`src/rtl/shift_sched.sv`:
```
// Round-robin scheduler that feeds a registered 2-bit shifter,
// splitting each shift amount into passes and looping results back.
module shift_sched #(
  parameter int DATA_W   = 8,
  parameter int AMT_W    = 3,
  parameter int PASS_MAX = 3,
  parameter int SH_W     = 2
) (
  input  logic              clk,
  input  logic              rst,
  input  logic              req0_valid,
  output logic              req0_ready,
  input  logic [DATA_W-1:0] req0_data,
  input  logic [AMT_W-1:0]  req0_amt,
  input  logic              req1_valid,
  output logic              req1_ready,
  input  logic [DATA_W-1:0] req1_data,
  input  logic [AMT_W-1:0]  req1_amt,
  output logic              out_valid,
  input  logic              out_ready,
  output logic [DATA_W-1:0] out_data,
  output logic              out_id,
  output logic              busy,
  output logic [SH_W-1:0]   sh_shift,
  output logic [DATA_W-1:0] sh_d,
  input  logic [DATA_W-1:0] sh_q
);

  typedef enum logic [1:0] {
    IDLE,
    ISSUE,
    WAIT,
    DONE
  } state_t;

  localparam logic [AMT_W-1:0] PMAX = AMT_W'(PASS_MAX);

  state_t            state;
  state_t            state_nxt;
  logic              last_grant;
  logic [AMT_W-1:0]  rem;
  logic              grant0;
  logic              grant1;
  logic              accept;
  logic [DATA_W-1:0] sel_data;
  logic [AMT_W-1:0]  sel_amt;
  logic [AMT_W-1:0]  acc_step;
  logic [AMT_W-1:0]  rem_step;

  // Arbitration: lone requester wins, otherwise alternate away from last_grant
  always_comb begin
    grant0     = req0_valid && (!req1_valid || last_grant);
    grant1     = req1_valid && (!req0_valid || !last_grant);
    req0_ready = (state == IDLE) && !rst && grant0;
    req1_ready = (state == IDLE) && !rst && grant1;
    accept     = req0_ready || req1_ready;
    sel_data   = grant1 ? req1_data : req0_data;
    sel_amt    = grant1 ? req1_amt : req0_amt;
    acc_step   = (sel_amt > PMAX) ? PMAX : sel_amt;
    rem_step   = (rem > PMAX) ? PMAX : rem;
    busy       = (state != IDLE);
  end

  // State register
  always_ff @(posedge clk) begin
    if (rst) state <= IDLE;
    else     state <= state_nxt;
  end

  // Next-state logic
  always_comb begin
    state_nxt = state;
    unique case (state)
      IDLE:  if (accept) state_nxt = ISSUE;
      ISSUE: state_nxt = WAIT;
      WAIT:  state_nxt = (rem == '0) ? DONE : ISSUE;
      DONE:  if (out_ready) state_nxt = IDLE;
    endcase
  end

  // Datapath: latch job, chain passes through the shifter, hold result
  always_ff @(posedge clk) begin
    if (rst) begin
      last_grant <= 1'b1;
      rem        <= '0;
      out_valid  <= 1'b0;
      out_data   <= '0;
      out_id     <= 1'b0;
      sh_shift   <= '0;
      sh_d       <= '0;
    end else begin
      case (state)
        IDLE: if (accept) begin
          out_id     <= grant1;
          last_grant <= grant1;
          sh_d       <= sel_data;
          sh_shift   <= SH_W'(acc_step);
          rem        <= sel_amt - acc_step;
        end
        WAIT: if (rem == '0) begin
          out_data  <= sh_q;
          out_valid <= 1'b1;
        end else begin
          sh_d     <= sh_q;
          sh_shift <= SH_W'(rem_step);
          rem      <= rem - rem_step;
        end
        DONE: if (out_ready) out_valid <= 1'b0;
        default: ;
      endcase
    end
  end

endmodule

```
`config.mk`:
```
export PLATFORM = sky130hd
export DESIGN_NAME = shift_sched
export DESIGN_NICKNAME = d
export VERILOG_FILES = /design/src/rtl/shift_sched.sv
export SDC_FILE = /design/constraint.sdc
export NUM_CORES = 1
export LEC_CHECK = 0
export CAP_MARGIN = 20
export CORE_ASPECT_RATIO = 0.5
export CORE_MARGIN = 4
export CORE_UTILIZATION = 45
export DETAILED_ROUTE_END_ITERATION = 8
export PLACE_DENSITY = 0.86
export SETUP_SLACK_MARGIN = 0.2
export SYNTH_ARGS = -nofsm -noshare
export SYNTH_HDL_FRONTEND = slang
export SYNTH_SLANG_ARGS = --single-unit
```
`constraint.sdc`:
```
create_clock -name clk -period 4.1 [get_ports clk]
set_input_delay 0.615 -clock clk [delete_from_list [all_inputs] [get_ports clk]]
set_output_delay 0.615 -clock clk [all_outputs]
set_load 0.005 [all_outputs]
```
==> results.txt <==
drt pass-1 iters - 4
top-count cell post-synth - dfxtp_1
slowest CP cell - clkdlybuf4s50_1
Core ar. - 0.00301 sq mm
# setup viols final - 0
Setup TNS - 0 ps
Vias/cell - 5.38
required time of the critical path - 3480 ps
Internal - 0.000524 W
measured slew at the worst slew-check pin - 570 ps
cts bufs inserted - 3
fin nets - 256
Slew headroom - 62.0%
critical path arrival - 2290 ps
Starting Density - 47.1%
Most used DFF post-synth - dfxtp_1
number of synthesized flops with an enable pin - 0
largest area contributor in the netlist - dfxtp_1
P_sw - 0.000199 W
hold_ws - 469 ps
die area - 0.00417 sq mm
post-CTS setup buffers - 0
antenna-violating nets left - 0
largest cells by area after synthesis - dfxtp_1, mux2i_1, o21ai_0
Initial DRC Count - 73
Post-DP Area - 0.00198 sq mm
CP endpoint kind - output pin
Final Power - 0.000723 W
crit share post-route - 71.0%
cts hold-fix bufs - 0
crit path kind - primary input to output pin
leakage power total - 0.801 nW
CP delay by family, top - buffers and inverters
minimum clock period - 2910 ps
routed length per instance - 14.5 um
worst-path fanout max - 26
largest net degree at the start of global routing - 27
PortBufs - 57
final hold vios - 0
WP buf/inv - 3
vias in the first global route - 1291
area delta synth->final - 44.5%
hold_sp - sh_d[3]
gp weighted congestion - 0.773
FF+latch count, synth - 26
Total GRT Usage - 18.6%
run status - finished clean
combinational share of power - 28.9%
Reg power frac - 41.6%
drc violations - 0
Worst VDD drop - 0.189 mV
Hold EP - sh_d[3]
ANT cells - 0
Hold Crit Class - register to register
dpl hpwl - 2710 um
CTS tree - yes
Hold Path Cell Cnt - 2
Die Width - 87.4 um
htree depth - 1
worst skew pair latency - 270 ps
Avg Inst Size Synth - 8.55 sq um
Syn Nets - 203
layout cells sized above 1 - 6.42%
Worst path most repeated cell - clkdlybuf4s50_1
IO Count - 58
cell count after synthesis - 166
vias - 1389
f_max - 344 MHz
post-synth top area share - 36.7%
CTS Sinks - 26
async set-reset flop share out of synthesis - 0%
clock slew at reported path FFs - 90 ps
CP cell instances - clkdlybuf4s50_1, a21boi_2, buf_4, and2_1, clkdlybuf4s50_1
initial antenna violation count - 0
RR Startpoint - state[1]
fin area - 0.00205 sq mm
clock share of power - 29.4%
r2r worst-path depth - 4
MaxCap Viol Count - 0
Worst R2R Setup Slack - 2280 ps
clk buf depth - 2
post-synth cell types - 38
first-pass GRT wire length - 5930 um
Clock Skew - 6.33 ps
DIE HEIGHT - 47.7 um
synth cell count leaders - dfxtp_1, nor2_1, o21ai_0, nand2_1, nand3_1
GR Overflow Total - 0
RSZ-0062 raised after global routing - false
Slew Limit Fails - 0
CP peak stage delay - 550 ps
share of the yosys chip area belonging to registers - 36.7%
row count - 14
CP Launch Type - primary input
Reg2Reg Capture Point - rem[0]
PD cells - 352 mW/mm^2
cell area after synthesis - 0.00142 sq mm
drt total wl - 3750 um
CTS resizes - 0
Synth warnings - 0
Sw Share - 27.5%
CTS Root Cell - clkbuf_8
-- power groups by stage --
stage / Clock (W) / Combinational [W] / Sequential, W
floorplan: 0 / 0.000121 / 0.000299
global placement: 0 / 0.000202 / 0.000306
detailed placement: 0 / 0.000206 / 0.000307
CTS: 0.000216 / 0.000210 / 0.000301
global route: 0.000229 / 0.000230 / 0.000305
finish: 0.000213 / 0.000209 / 0.000301
-- cells by family (layout without fill, tap and decap cells) --
logic type,count (synthesis),count (layout),synth area share (%)
XOR/XNOR,1,1,0.617
multiplexers,9,9,6.35
flip-flops,26,26,36.7
buffers and inverters,19,71,7.67
AO/OA/AOI/OAI,52,52,26.6
AND/OR/NAND/NOR,57,57,20.3
adder cells (fa/ha/maj),2,2,1.76
-- metal layers --
metal	routed length [um]	track usage [%]
met5	0	0
met3	101	4.30
met2	1920	35.9
met1	1690	22.2
met4	37	3.06
-- sequential cells by signal (all words and copies together), names as in the netlist --
name,count
rem,3
state,2
sh_shift,2
sh_d,8
out_data,8
out_valid,1
out_id,1
last_grant,1
-- placed cells by master (no fill, tap or decap), types with 2 or more instances in the layout --
cell	netlist	routed
a211oi_1	8	8
nand2_1	11	11
inv_1	7	7
a21oi_1	4	4
nor2_1	16	16
dfxtp_1	26	26
and2_1	3	3
nor2b_1	9	9
buf_4	3	3
o21ai_0	16	16
ha_1	2	2
mux2i_1	9	9
clkdlybuf4s50_1	0	57
o31ai_1	8	8
nor3_1	2	2
o311ai_0	2	2
clkbuf_8	1	3
nand3_1	10	10
nor3b_1	2	2
a31oi_1	3	3
-- worst max-delay path by stage --
stage	startpoint	end	depth (start not counted)	slack (ps)
4_1_cts	req1_valid	req1_ready	5	1180
3_3_place_gp	req1_valid	req1_ready	5	1250
5_1_grt	req1_valid	req1_ready	5	1130
3_5_place_dp	req1_valid	req1_ready	5	1200
2_1_floorplan	req1_valid	rem[1]	8	2140
6_report	req1_valid	req1_ready	5	1190
-- through the flow --
step / std cells / setup WS, ps / util (%)
after floorplan: 166 / 2140 / -
after global placement: 254 / 1250 / 65.7
after detailed placement: 254 / 1200 / 65.7
after CTS: 258 / 1180 / 68.1
after global routing: 258 / 1130 / 68.1
final: 258 / 1190 / 68.1
-- layout make-up --
class,count,area (sq um)
Clock inverter,1,30.0
Clock buffer,3,41.3
Sequential cell,26,520
Fill cell,248,962
Tap cell,40,50.0
Inverter,7,26.3
Timing Repair Buffer,60,593
Multi-Input combinational cell,121,790
-- worst reg2reg max path: stages (launching register included) --
cell and delay [ps]:
dfxtp_1 590, or4b_4 540, o211ai_4 250, a31oi_2 100, a221oi_2 260
Note: power is estimated with default switching activity, not from simulation.
